### src/rtl/lift_pkg.sv
`default_nettype none
// ============================================================================
// Package  : lift_pkg
// Brief    : Shared state type, default floor count and one-hot helper.
// Revision : 1.0 - initial release
// ============================================================================
package lift_pkg;

    localparam int c_FLOORS_DEFAULT = 6;

    typedef enum logic [2:0] {
        IDLE  = 3'd0,
        MOVE  = 3'd1,
        STEP  = 3'd2,
        OPEN  = 3'd3,
        DWELL = 3'd4,
        CLOSE = 3'd5,
        FAULT = 3'd6
    } lift_state_t;

    // Callers zero-extend their vector; supports up to 32 floors.
    function automatic logic is_onehot(input logic [31:0] v);
        return (v != 32'd0) && ((v & (v - 32'd1)) == 32'd0);
    endfunction

endpackage
`default_nettype wire

### src/rtl/lift_if.sv
`default_nettype none
// ============================================================================
// Interface: lift_if
// Brief    : Command/status bundle between the sequencer and the lift car.
// Revision : 1.0 - initial release
// ============================================================================
interface lift_if
    import lift_pkg::*;
#(
    parameter int FLOORS = c_FLOORS_DEFAULT
);
    logic [FLOORS-1:0] Sensor;
    logic              start;
    logic              Passenger_in;
    logic              done;
    logic              MoveUp;
    logic              MoveDown;
    logic              OpenDoor;
    logic              CloseDoor;
    logic              stop;

    modport master (
        input  Sensor, start, Passenger_in,
        output done, MoveUp, MoveDown, OpenDoor, CloseDoor, stop
    );

    modport slave (
        output Sensor, start, Passenger_in,
        input  done, MoveUp, MoveDown, OpenDoor, CloseDoor, stop
    );
endinterface
`default_nettype wire

### src/rtl/lift_timer.sv
`default_nettype none
// ============================================================================
// Module   : lift_timer
// Brief    : Counts cycles of car start and strobes done in the limit-th one.
// Revision : 1.0 - initial release
// ============================================================================
module lift_timer #(
    parameter int CNT_W = 3
) (
    input  logic         clk,
    input  logic         reset,
    input  logic         start,
    input  logic         enable,
    input  logic [CNT_W:0] limit,
    output logic         done
);
    logic [CNT_W-1:0] r_cnt;
    logic             w_run;
    logic [CNT_W:0]   w_last;

    assign w_run  = start & enable;
    assign w_last = limit - (CNT_W + 1)'(1);
    assign done   = w_run & ({1'b0, r_cnt} == w_last);

    always_ff @(posedge clk) begin
        if (reset) begin
            r_cnt <= '0;
        end else if (w_run & ~done) begin
            r_cnt <= r_cnt + CNT_W'(1);
        end else begin
            r_cnt <= '0;
        end
    end
endmodule
`default_nettype wire

### src/rtl/lift_sequencer.sv
`default_nettype none
// ============================================================================
// Module   : lift_sequencer
// Brief    : SCAN-policy lift controller driving car commands and done strobe.
// Revision : 1.0 - initial release
// ============================================================================
module lift_sequencer
    import lift_pkg::*;
#(
    parameter int FLOORS        = c_FLOORS_DEFAULT,
    parameter int TRAVEL_CYCLES = 8,
    parameter int DOOR_CYCLES   = 4,
    parameter int DWELL_CYCLES  = 16
) (
    input  logic              clk,
    input  logic              reset,
    input  logic [FLOORS-1:0] req,
    lift_if.master            car,
    output logic [FLOORS-1:0] pending,
    output logic              dir_up,
    output logic              busy,
    output logic              fault
);
    localparam int c_TMAX = (TRAVEL_CYCLES > DOOR_CYCLES) ? TRAVEL_CYCLES : DOOR_CYCLES;
    localparam int c_CW   = $clog2(c_TMAX);
    localparam int c_DW   = $clog2(DWELL_CYCLES + 1);
    localparam logic [c_DW-1:0] c_DWELL_LAST = c_DW'(DWELL_CYCLES - 1);

    lift_state_t       r_state, w_state_nxt;
    logic [FLOORS-1:0] r_pending, w_pending_nxt;
    logic              r_dir_up, w_dir_nxt;
    logic [c_DW-1:0]   r_dwell, w_dwell_nxt;

    logic [FLOORS-1:0] w_below, w_above, w_here, w_ahead, w_behind;
    logic              w_reopen, w_sensor_ok, w_enter_open;
    logic              w_stop, w_move_up, w_move_dn, w_open, w_close;
    logic              w_timer_en, w_done;
    logic [c_CW:0]     w_limit;

    always_ff @(posedge clk) begin
        if (reset) begin
            r_state   <= IDLE;
            r_pending <= '0;
            r_dir_up  <= 1'b1;
            r_dwell   <= '0;
        end else begin
            r_state   <= w_state_nxt;
            r_pending <= w_pending_nxt;
            r_dir_up  <= w_dir_nxt;
            r_dwell   <= w_dwell_nxt;
        end
    end

    // Floor masks relative to the car: everything strictly above / below it.
    always_comb begin
        w_below     = car.Sensor - FLOORS'(1);
        w_above     = ~(car.Sensor | w_below);
        w_here      = r_pending & car.Sensor;
        w_ahead     = r_pending & (r_dir_up ? w_above : w_below);
        w_behind    = r_pending & (r_dir_up ? w_below : w_above);
        w_reopen    = |(req & car.Sensor);
        w_sensor_ok = is_onehot(32'(car.Sensor));
    end

    always_comb begin
        w_state_nxt = r_state;
        w_dir_nxt   = r_dir_up;
        w_dwell_nxt = r_dwell;
        unique case (r_state)
            IDLE, STEP: begin
                if (|w_here) begin
                    w_state_nxt = OPEN;
                end else if (|w_ahead) begin
                    w_state_nxt = MOVE;
                end else if (|w_behind) begin
                    w_dir_nxt   = ~r_dir_up;
                    w_state_nxt = MOVE;
                end else begin
                    w_state_nxt = IDLE;
                end
            end
            MOVE: begin
                if (w_done) w_state_nxt = STEP;
            end
            OPEN: begin
                if (w_done) begin
                    w_state_nxt = DWELL;
                    w_dwell_nxt = '0;
                end
            end
            DWELL: begin
                // A fresh call for this floor keeps the door open longer.
                if (w_reopen) begin
                    w_dwell_nxt = '0;
                end else if (r_dwell == c_DWELL_LAST) begin
                    w_dwell_nxt = '0;
                    w_state_nxt = CLOSE;
                end else begin
                    w_dwell_nxt = r_dwell + c_DW'(1);
                end
            end
            CLOSE:   w_state_nxt = IDLE;
            FAULT:   w_state_nxt = FAULT;
            default: w_state_nxt = IDLE;
        endcase
        if (!w_sensor_ok) w_state_nxt = FAULT;
    end

    always_comb begin
        w_enter_open = (w_state_nxt == OPEN) && (r_state != OPEN);
        if (r_state == DWELL) begin
            w_pending_nxt = (r_pending | req) & ~car.Sensor;
        end else if (w_enter_open) begin
            w_pending_nxt = (r_pending & ~car.Sensor) | req;
        end else begin
            w_pending_nxt = r_pending | req;
        end
    end

    always_comb begin
        w_stop    = 1'b1;
        w_move_up = 1'b0;
        w_move_dn = 1'b0;
        w_open    = 1'b0;
        w_close   = 1'b0;
        unique case (r_state)
            MOVE: begin
                w_stop    = 1'b0;
                w_move_up = r_dir_up;
                w_move_dn = ~r_dir_up;
            end
            OPEN:    w_open  = 1'b1;
            CLOSE:   w_close = 1'b1;
            default: ;
        endcase
        w_timer_en = (r_state == MOVE) || (r_state == OPEN);
        w_limit    = w_stop ? (c_CW + 1)'(DOOR_CYCLES) : (c_CW + 1)'(TRAVEL_CYCLES);
    end

    lift_timer #(
        .CNT_W (c_CW)
    ) u_timer (
        .clk    (clk),
        .reset  (reset),
        .start  (car.start),
        .enable (w_timer_en),
        .limit  (w_limit),
        .done   (w_done)
    );

    assign car.done      = w_done;
    assign car.MoveUp    = w_move_up;
    assign car.MoveDown  = w_move_dn;
    assign car.OpenDoor  = w_open;
    assign car.CloseDoor = w_close;
    assign car.stop      = w_stop;

    assign pending = r_pending;
    assign dir_up  = r_dir_up;
    assign busy    = (r_state != IDLE);
    assign fault   = (r_state == FAULT);
endmodule
`default_nettype wire
### src/flat_wrapper.sv
// flat-port wrapper written by rule: the top's interface ports become plain ports
module lift_sequencer_flat import lift_pkg::*;
#(
    parameter int FLOORS        = c_FLOORS_DEFAULT,
    parameter int TRAVEL_CYCLES = 8,
    parameter int DOOR_CYCLES   = 4,
    parameter int DWELL_CYCLES  = 16
)
  (clk, reset, req, pending, dir_up, busy, fault, car_Sensor, car_start, car_Passenger_in, car_done, car_MoveUp, car_MoveDown, car_OpenDoor, car_CloseDoor, car_stop);
  lift_if #(.FLOORS(FLOORS)) car_i ();
  input  logic clk;
  input  logic reset;
  input  logic [FLOORS-1:0] req;
  output logic [FLOORS-1:0] pending;
  output logic dir_up;
  output logic busy;
  output logic fault;
  input wire logic [$bits(car_i.Sensor)-1:0] car_Sensor;
  input wire logic [$bits(car_i.start)-1:0] car_start;
  input wire logic [$bits(car_i.Passenger_in)-1:0] car_Passenger_in;
  output wire logic [$bits(car_i.done)-1:0] car_done;
  output wire logic [$bits(car_i.MoveUp)-1:0] car_MoveUp;
  output wire logic [$bits(car_i.MoveDown)-1:0] car_MoveDown;
  output wire logic [$bits(car_i.OpenDoor)-1:0] car_OpenDoor;
  output wire logic [$bits(car_i.CloseDoor)-1:0] car_CloseDoor;
  output wire logic [$bits(car_i.stop)-1:0] car_stop;
  assign car_i.Sensor = car_Sensor;
  assign car_i.start = car_start;
  assign car_i.Passenger_in = car_Passenger_in;
  assign car_done = car_i.done;
  assign car_MoveUp = car_i.MoveUp;
  assign car_MoveDown = car_i.MoveDown;
  assign car_OpenDoor = car_i.OpenDoor;
  assign car_CloseDoor = car_i.CloseDoor;
  assign car_stop = car_i.stop;
  lift_sequencer #(.FLOORS(FLOORS), .TRAVEL_CYCLES(TRAVEL_CYCLES), .DOOR_CYCLES(DOOR_CYCLES), .DWELL_CYCLES(DWELL_CYCLES)) u_core (.clk(clk), .reset(reset), .req(req), .car(car_i), .pending(pending), .dir_up(dir_up), .busy(busy), .fault(fault));
endmodule
### config.mk
export PLATFORM = sky130hd
export DESIGN_NAME = lift_sequencer_flat
export DESIGN_NICKNAME = d
export VERILOG_FILES = /design/src/rtl/lift_pkg.sv /design/src/rtl/lift_if.sv /design/src/rtl/lift_timer.sv /design/src/rtl/lift_sequencer.sv /design/src/flat_wrapper.sv
export SDC_FILE = /design/constraint.sdc
export NUM_CORES = 1
export LEC_CHECK = 0
export ABC_AREA = 1
export ABC_CLOCK_PERIOD_IN_PS = 4600
export CAP_MARGIN = 10
export CORE_MARGIN = 8
export CORE_UTILIZATION = 35
export DETAILED_ROUTE_END_ITERATION = 6
export HOLD_SLACK_MARGIN = 0.08
export SYNTH_ARGS = -nofsm -noshare
export SYNTH_HDL_FRONTEND = slang
export SYNTH_SLANG_ARGS = --single-unit
### constraint.sdc
create_clock -name clk -period 4.6 [get_ports clk]
set_clock_uncertainty 0.15 [all_clocks]
set_input_delay 0.92 -clock clk [delete_from_list [all_inputs] [get_ports clk]]
set_output_delay 0.92 -clock clk [all_outputs]
set_load 0.01 [all_outputs]
Word-level counts from Yosys, hierarchy flattened
Cells that the tools add are included.
{ "classes": {"addsub": 5, "muxes": 23, "n_bitwise": 20, "n_eq_ne": 11, "reduce_logical": 16} }
{ "op_table": {"columns": ["operator", "n"], "rows": [
  ["$and 6x6->6", 6],
  ["$and 6x32->32", 1],
  ["$logic_not 32->1", 1],
  ["$mux 6", 4],
  ["$reduce_or 6->1", 4],
  ["$mux 3", 7],
  ["$or 6x6->6", 3],
  ["$mux 5", 3],
  ["$pmux 3 s5", 1],
  ["$not 6->6", 2],
  ["$pmux 5 s2", 1],
  ["$eq 3x2->1 const B", 3],
  ["$eq 3x3->1 const B", 3],
  ["$sub 6x1->7 const B", 1],
  ["$mux 1", 6],
  ["$reduce_bool 6->1", 1],
  ["$sub 6x1->6 const B", 1],
  ["$add 5x1->5 const B", 1],
  ["$eq 5x4->1 const B", 1],
  ["$not 1->1", 5],
  ["$eq 3x4->1", 1],
  ["$mux 4", 1],
  ["$reduce_and 4->1", 1],
  ["$reduce_or 2->1", 2],
  ["other kinds (12)", 15]
]} }
{ "totals": {"elab_cells": 80, "regBits": 18, "output_inout_bits": 15} }

Depth between registers and ports, before layout
Gate-level depths: netlist (run 1).
{ "logic_depth": {"depth_word": 15, "depth_mapped": 15} }

Hierarchy
Synthesis (run 1) repeated with hierarchy kept, for this count alone.
{ "hier_totals": {"cells_unflattened": 265, "hier_area_um2": 1637.8} }
{ "modules_own_cells": {"columns": ["module", "cells_each", "n_inst", "area_per_inst_um2"], "rows": [
  ["lift_sequencer", 227, 1, 1402.6],
  ["lift_timer", 38, 1, 235.2]
]} }

Worst setup path before layout (run 1)
OpenSTA, ideal clock, no wires.
{ "synth_timing": {"path_type": "input port to flip-flop", "start": "input car_Sensor[0]", "end": "register u_core.r_pending[0] (netlist: u_core.pending[0])", "n_path_buf": 0, "path_stages": 15, "slack_ns": 2.033, "arrival_time_ns": 2.298, "cell_sequence": "inv_1 -> ha_1 -> nand3_2 -> ha_1 -> inv_1 -> nand2_1 -> nand3_1 -> o21ai_0 -> inv_1 -> nand2_1 -> nand2_1 -> nand3_2 -> nand4_4 -> nor2_1 -> nor2_1"} }
{ "synth_via": {"elab_chain_cells": 15} }
{ "synth_lines": {"columns": ["item", "line", "text"], "rows": [
  ["start, declared", "flat_wrapper.sv:18", "input wire logic [$bits(car_i.Sensor)-1:0] car_Sensor;"],
  ["$sub 6x1->6", "lift_sequencer.sv:56", "w_below = car.Sensor - FLOORS'(1);"],
  ["$or 6x6->6", "lift_sequencer.sv:57", "w_above = ~(car.Sensor | w_below);"],
  ["$not 6->6", "lift_sequencer.sv:57", null],
  ["$mux 6", "lift_sequencer.sv:60", "w_behind = r_pending & (r_dir_up ? w_below : w_above);"],
  ["$and 6x6->6", "lift_sequencer.sv:60", null],
  ["$reduce_or 6->1", "lift_sequencer.sv:75", "end else if (|w_behind) begin"],
  ["$mux 1", "lift_sequencer.sv:75", null],
  ["$mux 3", "lift_sequencer.sv:73", "end else if (|w_ahead) begin"],
  ["$mux 3", "lift_sequencer.sv:71", "if (|w_here) begin"],
  ["$pmux 3 s5", "lift_sequencer.sv:69", "unique case (r_state)"],
  ["$mux 3", "lift_sequencer.sv:106", "if (!w_sensor_ok) w_state_nxt = FAULT;"],
  ["$eq 3x2->1", "lift_sequencer.sv:110", "w_enter_open = (w_state_nxt == OPEN) && (r_state != OPEN);"],
  ["$logic_and 1x1->1", "lift_sequencer.sv:110", null],
  ["$mux 6", "lift_sequencer.sv:113", "end else if (w_enter_open) begin"],
  ["$mux 6 *", "lift_sequencer.sv:111", "if (r_state == DWELL) begin"],
  ["end signal, assigned", "lift_sequencer.sv:48", "r_pending <= w_pending_nxt;"],
  ["end, declared", "lift_sequencer.sv:30", "logic [FLOORS-1:0] r_pending, w_pending_nxt;"]
]} }
Mark *: on every way between the ends. The rest lies on a longest branch, timed or not.
A chain may end at the register's enable or synchronous reset.

Worst setup path after layout (run 1)
{ "layout_timing": {"start": "input car_start", "end": "output car_done"} }
{ "layout_via": {"elab_chain_cells": 2} }
{ "layout_lines": {"columns": ["item", "line", "text"], "rows": [
  ["start, declared", "flat_wrapper.sv:19", "input wire logic [$bits(car_i.start)-1:0] car_start;"],
  ["$and 1x1->1", "lift_timer.sv:21", "assign w_run = start & enable;"],
  ["$and 1x1->1", "lift_timer.sv:23", "assign done = w_run & ({1'b0, r_cnt} == w_last);"],
  ["end, declared", "flat_wrapper.sv:21", "output wire logic [$bits(car_i.done)-1:0] car_done;"]
]} }
Every way passes these cells.

==> results of run 1 <==
## layer usage
layer | GRT usage | share of wire | up-vias
li1 | - | - | 808
met3 | 0.0221 | 0.035 | 2
met4 | 0.0161 | 0.0046 | 0
met1 | 0.158 | 0.50 | 672
met2 | 0.196 | 0.46 | 21
met5 | 0 | 0 | -
## how the worst max path moves through the flow
stage	slack [ns]	cells past startpoint	to	start
2_1_floorplan	2.03	15	u_core.pending[0]	car_Sensor[0]
3_3_place_gp	1.20	16	u_core.pending[3]	car_Sensor[0]
3_5_place_dp	1.17	16	u_core.pending[1]	car_Sensor[0]
4_1_cts	1.18	6	car_done	car_start
5_1_grt	1.13	6	car_done	car_start
6_report	1.20	6	car_done	car_start
## kinds of logic (layout without fill, tap and decap cells)
kind of cell	count (synthesis)	after routing
and+or+nand+nor	140	140
DFF	18	18
xor gates and xnor gates	1	1
AOI/OAI and AO/OA	24	24
buffers and inverters	39	69
adders and majority gates	13	13
## power breakdown
group / internal [uW] / total, uW / switching, uW
Sequential: 163 / 175 / 12.0
Clock: 76.0 / 129 / 53.1
Combinational: 49.2 / 111 / 61.5
## critical path, cell delays in order
cell and delay (ns):
clkdlybuf4s50_1 0.45, inv_1 0.06, nor2_4 0.14, nand4_4 0.15
inv_1 0.08, clkdlybuf4s50_1 0.53
## state kept, by name, indices dropped and copies added (netlist names)
| signal | cells |
|---|---|
| u_core.u_timer.r_cnt | 3 |
| u_core.pending | 6 |
| u_core.r_state | 3 |
| u_core.r_dwell | 5 |
| u_core.dir_up | 1 |
## cell usage in the layout, fill, tap and decap left out, drive strengths merged
| cell type | synthesis | routed |
|---|---|---|
| a21oi | 7 | 7 |
| o211ai | 1 | 1 |
| nor2 | 45 | 45 |
| o21ai | 9 | 9 |
| ha | 13 | 13 |
| inv | 36 | 36 |
| nand3 | 20 | 20 |
| dfxtp | 18 | 18 |
| nand2 | 67 | 67 |
| xnor2 | 1 | 1 |
| clkbuf | 2 | 4 |
| nor4 | 1 | 1 |
| o311ai | 1 | 1 |
| clkdlybuf4s50 | 0 | 29 |
| nand4 | 5 | 5 |
| or2 | 1 | 1 |
| o221ai | 6 | 6 |
| nor3 | 1 | 1 |
## per-stage QoR
| stage | worst slack [ns] | total power, uW | hold slack (ns) | std cells |
|---|---|---|---|---|
| after global routing | 1.13 | 444 | 0.309 | 315 |
| after floorplan | 2.03 | 244 | 0.249 | 235 |
| final | 1.20 | 414 | 0.277 | 315 |
| after detailed placement | 1.17 | 290 | 0.269 | 311 |
| after CTS | 1.18 | 422 | 0.279 | 315 |
| after global placement | 1.20 | 289 | 0.259 | 311 |
## final cells by class
cell class	count	area, sq um	area share
Clock buffer	4	55.1	0.0293
Inverter	36	135	0.0718
Multi-Input combinational cell	178	978	0.520
Sequential cell	18	360	0.191
Tap cell	50	62.6	0.0332
Timing Repair Buffer	29	290	0.154
==> run_results.csv, run 1 <==
group,metric,value,unit
clock_network,clock_path_buffers,2,
floorplan,die_w,81.3,microns
sta,rsz0062_at_grt,"false",
floorplan,core,0.00406,sq mm
hold_path,hold_end,"u_core.u_timer.r_cnt[0]",
floorplan,die_h,81.3,microns
sta,relSlewSlack,0.671,
critical_path,critPathCaptureType,"primary output",
sta,finalCritPeriodShare,0.738,
layout,layout.nets,295,
sta,setup_violations,0,
synth,seq_area_frac_synth,0.241,
routing,drt_wl_total,3.71,mm
clock_network,cts_made_buffers,3,
synth,netlist-cell-type-count,25,
power,cellLeakagePower,0.000867,uW
critical_path,r2r_start,"u_core.dir_up",
layout,area.growth.synth_to_final,26.1,%
clock_network,postCtsSetupRepairBufs,0,
synth,synth_top_area_frac,0.241,
layout,drive_above_1_share,0.102,
sta,period_needed,3.40,ns
sta,max_freq,294,MHz
place,port-buffer-count,29,
sta,worstMarginPinSlew,0.493,ns
clock_network,tritoncts,"built",
layout,fin_area,0.00188,sq mm
clock_network,clock_latency,0.25,ns
routing,dr.pass1.iters,4,
sta,finalHoldViolations,0,
floorplan,row_count,23,
grt,grt_pass1_vias,1357,
routing,drc,0,
grt,grt_max_degree,16,
critical_path,cp-start-kind,"primary input",
hold_path,hold_class,"reg2reg",
synth,synth_area,0.00149,sq mm
grt,antenna_found_initial,0,
run_status,status,"finished clean",
synth,synthArstFlopShare,0,
routing,drt-initial-drc-count,49,
sta,timing.setup.tns,0,ns
synth,syn-num-nets,264,
clock_network,cts_hold_buf,0,
critical_path,reg2reg_to,"u_core.pending[5]",
synth,synth_area_leaders,"dfxtp_1, nand2_1, ha_1",
synth,synthMuxAreaShare,0,
sta,slew_violations,0,
power,vdd_drop_max,0.261,mV
layout,fin_util,0.464,
critical_path,cp_data_arrival_time,2.33,ns
layout,fill_cells,461,
clock_network,cts_root_buffer,"clkbuf_8",
routing,detail-route-antenna-nets,0,
synth,avgSynthCellArea,6.35,sq um
power,p_per_area,220,mW/mm^2
place,gp_congestion,0.844,
synth,synthCells,235,
synth,synth-main-ff-cell,"dfxtp_1",
synth,yosys_warnings,0,
synth,synth_xor_area_frac,0.00587,
synth,synth_compound_area_frac,0.106,
layout,diodes,0,
synth,ys_top_cells_by_count,"nand2_1, nor2_1, inv_1",
grt,track_usage,0.118,
place,detailed_place.area,0.00183,sq mm
synth,synthSimpleGateAreaFrac,0.435,
routing,wl_per_cell,11.8,microns
grt,grt_overflow_total,0,
critical_path,reg2regPathDepth,11,
clock_network,cts_htree_levels,1,
synth,synth_seq_cells,18,
critical_path,critical_path.max_fanout,4,
synth,synth_fa_ha_area_frac,0.109,
routing,route.vias.total,1503,
place,dpl.hpwl,3.06,mm
floorplan,ioPinCount,31,
routing,via_per_inst,4.77,
synth,synth_top_family_by_area,"simple AND/OR/NAND/NOR gates",
critical_path,path_class,"in2out",
floorplan,dieArea,0.00661,sq mm
floorplan,initial_utilization,0.368,
grt,grt_pass1_wl,6.33,mm
flow_run,max_cap_violations,0,
synth,synth_edf_count,0,
hold_path,min_from,"u_core.u_timer.r_cnt[0]",
clock_network,cts_resized,0,
clock_network,cts.sinks,18,
synth,yosysMostFrequentCell,"nand2_1",
hold_path,min_path_cells,1,
clock_network,clk_pin_slew,0.07,ns
critical_path,r2r_slack,2.68,ns
synth,synth_top_area_cell,"dfxtp_1",
critical_path,worst_ep_required_time,3.53,ns
Power figures use the tool's default switching activity.
==> run 2, diff against run 1 <==
--- a/config.mk
+++ b/config.mk
@@ -6,7 +6,7 @@
 export NUM_CORES = 1
 export LEC_CHECK = 0
 export ABC_AREA = 1
-export ABC_CLOCK_PERIOD_IN_PS = 4600
+export ABC_CLOCK_PERIOD_IN_PS = 3000
 export CAP_MARGIN = 10
 export CORE_MARGIN = 8
 export CORE_UTILIZATION = 35
==> constraint.sdc (replaced) <==
create_clock -name clk -period 3 [get_ports clk]
set_clock_uncertainty 0.15 [all_clocks]
set_input_delay 0.6 -clock clk [delete_from_list [all_inputs] [get_ports clk]]
set_output_delay 0.6 -clock clk [all_outputs]
set_load 0.01 [all_outputs]
==> run 2 against run 1 <==
Effect of this change: first-iteration DRC count increased by 2.0%; sequential power grew 50%; critical path depth unchanged; flip-flop and latch count unchanged; design area rose by 2.8%; via count is 1.4% lower; non-clock buffer count grew 7; largest power group unchanged; global-route usage grew 0.40 points; highest routed layer unchanged; clock power increased by 63%; setup slack got worse by 0.95 ns.
==> run_results.csv, run 2 (synthesized netlist as in run 1, its figures left out) <==
group,metric,value,unit
run_status,status,"finished clean",
routing,drc,0,
routing,drt_wl_total,3.76,mm
critical_path,cp-start-kind,"primary input",
clock_network,clk_pin_slew,0.07,ns
sta,period_needed,2.75,ns
sta,max_freq,364,MHz
layout,largest_reg_flops,6,
sta,finalCritPeriodShare,0.915,
routing,via_per_inst,4.60,
routing,route.vias.total,1482,
critical_path,slowest_stage,"clkdlybuf4s50_1",
grt,grt_overflow_total,0,
power,vdd_drop_max,0.225,mV
routing,dr.pass1.iters,4,
sta,finalHoldViolations,0,
floorplan,core,0.00406,sq mm
layout,area.growth.synth_to_final,29.6,%
grt,track_usage,0.122,
clock_network,tritoncts,"built",
grt,grt_pass1_vias,1383,
clock_network,cts_made_buffers,3,
place,place_inst,318,
power,p_per_area,339,mW/mm^2
layout,fin_util,0.477,
grt,antenna_found_initial,0,
grt,grt_pass1_wl,6.40,mm
layout,diodes,0,
routing,detail-route-antenna-nets,0,
sta,setup_slack,0.254,ns
routing,drt-initial-drc-count,50,
sta,holdWs,0.285,ns
clock_network,clock_latency,0.26,ns
sta,slew_violations,0,
sta,timing.setup.tns,0,ns
critical_path,critPathCaptureType,"primary output",
layout,fin_cells,322,
flow_run,max_cap_violations,0,
critical_path,critical_path.max_fanout,4,
clock_network,cts_htree_levels,1,
floorplan,die_w,81.3,microns
routing,wl_per_cell,11.7,microns
sta,setup_violations,0,
place,place_ws,0.0912,ns
clock_network,cts.sinks,18,
floorplan,initial_utilization,0.368,
critical_path,cpPeakStageDelay,0.53,ns
layout,layout.nets,302,
sta,rsz0062_at_grt,"false",
critical_path,cp_data_arrival_time,2.00,ns
layout,layout_common_cells,"nand2_1, nor2_1, inv_1, clkdlybuf4s50_1, dfxtp_1",
sta,relSlewSlack,0.717,
floorplan,row_count,23,
clock_network,cts_hold_buf,0,
layout,final_common_cell,"nand2_1",
clock_network,postCtsSetupRepairBufs,0,
critical_path,cp_cell_sequence,"clkdlybuf4s50_1, inv_1, nor2_4, nand4_4, inv_1, clkdlybuf4s50_1",
layout,fill_cells,432,
grt,grt_max_degree,16,
power,cellLeakagePower,0.000899,uW
place,gp_congestion,0.897,
hold_path,hold_class,"reg2reg",
place,dpl.hpwl,3.05,mm
floorplan,dieArea,0.00661,sq mm
floorplan,die_h,81.3,microns
critical_path,path_class,"in2out",
floorplan,ioPinCount,31,
place,port-buffer-count,29,
clock_network,clock_path_buffers,2,
layout,drive_above_1_share,0.125,
critical_path,worst_ep_required_time,2.25,ns
clock_network,cts_root_buffer,"clkbuf_8",
clock_network,cts_resized,0,
sta,worstMarginPinSlew,0.419,ns
run 2: changes by cell type in the layout (fill, tap and decap cells not counted), sizes merged:
cell  before  now
buf        0    7
run 2: area by class of cell:
type,instances,area [sq um],share of cell area
well taps,50,62.6,0.0323
flip-flops and latches,18,360,0.186
inverters,36,135,0.0699
multi-input cells,178,978,0.506
clock buffers,4,55.1,0.0285
repair buffers,36,343,0.177
run 2: critical path, delay by kind of cell:
kind          cells  cell delay, ns
buf+inv           4            1.12
simple gates      2            0.28
run 2: routing by layer:
layer	vias up	routed length, microns	track usage
li1	823	-	-
met1	634	1830	0.154
met2	20	1680	0.199
met3	5	187	0.0276
met4	0	59	0.0429
met5	-	0	0
run 2: through the flow:
step | instance area, sq um | total power [uW]
finish | 1930 | 656
global route | 1930 | 699
CTS | 1930 | 666
detailed placement | 1880 | 453
global placement | 1880 | 452
floorplan | 1490 | 375
run 2: worst paths after layout:
path	start	slack, ns	cells past startpoint	end
min reg2reg	u_core.u_timer.r_cnt[0]	0.28	1	u_core.u_timer.r_cnt[0]
max reg2reg	u_core.r_state[0]	1.10	10	u_core.pending[4]
min	u_core.u_timer.r_cnt[0]	0.28	1	u_core.u_timer.r_cnt[0]
max	car_start	0.25	6	car_done
run 2: report_power, final:
group	internal, uW	switching (uW)
Sequential	249	13.4
Combinational	83.4	101
Clock	117	92.7
==> run 3, diff against run 2 <==
--- a/config.mk
+++ b/config.mk
@@ -12,6 +12,7 @@
 export CORE_UTILIZATION = 35
 export DETAILED_ROUTE_END_ITERATION = 6
 export HOLD_SLACK_MARGIN = 0.08
+export MAX_ROUTING_LAYER = met4
 export SYNTH_ARGS = -nofsm -noshare
 export SYNTH_HDL_FRONTEND = slang
 export SYNTH_SLANG_ARGS = --single-unit
==> run 3 against run 2 <==
Effect of this change: sequential power about the same; total power about the same; non-clock buffer count unchanged; flip-flop and latch count unchanged; sequential share of layout area unchanged; global-route usage up 0.37 points; critical endpoint unchanged; largest power group unchanged; highest routed layer unchanged.
==> run_results.csv, run 3 (synthesized netlist as in run 1, its figures left out) <==
group,metric,value,unit
place,gp_congestion,0.913,
clock_network,cts_hold_buf,0,
floorplan,die_h,81.3,microns
clock_network,clk_pin_slew,0.07,ns
sta,finalHoldViolations,0,
routing,dr.pass1.iters,4,
critical_path,path_class,"in2out",
critical_path,r2r_start,"u_core.r_state[0]",
sta,holdWs,0.285,ns
clock_network,cts_htree_levels,1,
sta,period_needed,2.75,ns
grt,track_usage,0.126,
routing,route.vias.total,1487,
sta,max_freq,364,MHz
clock_network,clock_latency,0.26,ns
layout,area.growth.synth_to_final,29.6,%
layout,fill_cells,432,
run_status,status,"finished clean",
sta,worstMarginPinSlew,0.419,ns
routing,via_per_inst,4.62,
place,dpl.hpwl,3.05,mm
floorplan,row_count,23,
power,p_per_area,340,mW/mm^2
grt,met2_usage,0.199,
sta,timing.setup.tns,0,ns
hold_path,min_from,"u_core.u_timer.r_cnt[0]",
routing,detail-route-antenna-nets,0,
hold_path,hold_class,"reg2reg",
critical_path,cp-start-kind,"primary input",
layout,layout.nets,302,
grt,met3_usage,0.0276,
routing,wl_per_cell,11.7,microns
layout,final_common_cell,"nand2_1",
floorplan,core,0.00406,sq mm
sta,slew_violations,0,
power,vdd_drop_max,0.224,mV
layout,diodes,0,
clock_network,postCtsSetupRepairBufs,0,
grt,grt_use_met1,0.154,
grt,grt_pass1_vias,1384,
layout,drive_above_1_share,0.125,
clock_network,clock_path_buffers,2,
critical_path,cp_data_arrival_time,2.00,ns
critical_path,critPathCaptureType,"primary output",
floorplan,initial_utilization,0.368,
critical_path,endpoint,"car_done",
floorplan,dieArea,0.00661,sq mm
clock_network,tritoncts,"built",
critical_path,reg2reg_to,"u_core.pending[4]",
sta,setup_violations,0,
grt,grt_pass1_wl,6.40,mm
floorplan,ioPinCount,31,
critical_path,worst_ep_required_time,2.25,ns
sta,relSlewSlack,0.717,
critical_path,cp-startpoint,"car_start",
grt,grt_most_used_layer,"met2",
critical_path,reg2regPathDepth,10,
routing,drt_wl_total,3.77,mm
sta,rsz0062_at_grt,"false",
layout,largest_reg_flops,6,
clock_network,cts_resized,0,
flow_run,max_cap_violations,0,
place,port-buffer-count,29,
clock_network,cts_made_buffers,3,
power,cellLeakagePower,0.000899,uW
routing,drt-initial-drc-count,59,
routing,drc,0,
clock_network,cts_root_buffer,"clkbuf_8",
sta,finalCritPeriodShare,0.915,
grt,antenna_found_initial,0,
critical_path,critical_path.max_fanout,4,
grt,grt_max_degree,16,
clock_network,cts.sinks,18,
critical_path,r2r_slack,1.11,ns
layout,layout_common_cells,"nand2_1, nor2_1, inv_1, clkdlybuf4s50_1, dfxtp_1",
floorplan,die_w,81.3,microns
grt,grt_overflow_total,0,
==> run 3: report_power, final <==
part | switching [uW] | internal, uW | total [uW]
logic | 101 | 83.4 | 184
registers | 13.4 | 249 | 263
clock network | 93.2 | 117 | 210
total | 207 | 450 | 657
==> run 3: through the flow <==
step / power [uW] / utilization / cell area [sq um] / setup slack, ns / instances
2_1_floorplan: 375 / - / 1490 / 0.753 / 235
3_3_place_gp: 452 / 0.463 / 1880 / 0.105 / 318
3_5_place_dp: 453 / 0.463 / 1880 / 0.0912 / 318
4_1_cts: 666 / 0.477 / 1930 / 0.236 / 322
5_1_grt: 699 / 0.477 / 1930 / 0.110 / 322
6_report: 657 / 0.477 / 1930 / 0.254 / 322
==> run 3: routing by layer <==
layer / up-vias / part of all wire
li1: 824 / -
met2: 20 / 0.45
met1: 638 / 0.49
met4: 0 / 0.016
met3: 5 / 0.049
met5: - / 0
==> run 3: critical path, cell delays in order <==
cell and delay (ns):
clkdlybuf4s50_1 0.45, inv_1 0.06, nor2_4 0.14, nand4_4 0.14
inv_1 0.07, clkdlybuf4s50_1 0.53
==> run 3: worst min path at each step <==
stage,cells past startpoint,end
after floorplan,1,u_core.u_timer.r_cnt[0]
after global placement,1,u_core.u_timer.r_cnt[0]
after detailed placement,1,u_core.u_timer.r_cnt[0]
after CTS,1,u_core.u_timer.r_cnt[0]
after global routing,1,u_core.u_timer.r_cnt[0]
final,1,u_core.u_timer.r_cnt[0]
==> run 3: final cells by class <==
cell class | instances | area (sq um) | share of cell area
Multi-Input combinational cell | 178 | 978 | 0.506
Timing Repair Buffer | 36 | 343 | 0.177
Sequential cell | 18 | 360 | 0.186
Tap cell | 50 | 62.6 | 0.0323
Clock buffer | 4 | 55.1 | 0.0285
Inverter | 36 | 135 | 0.0699
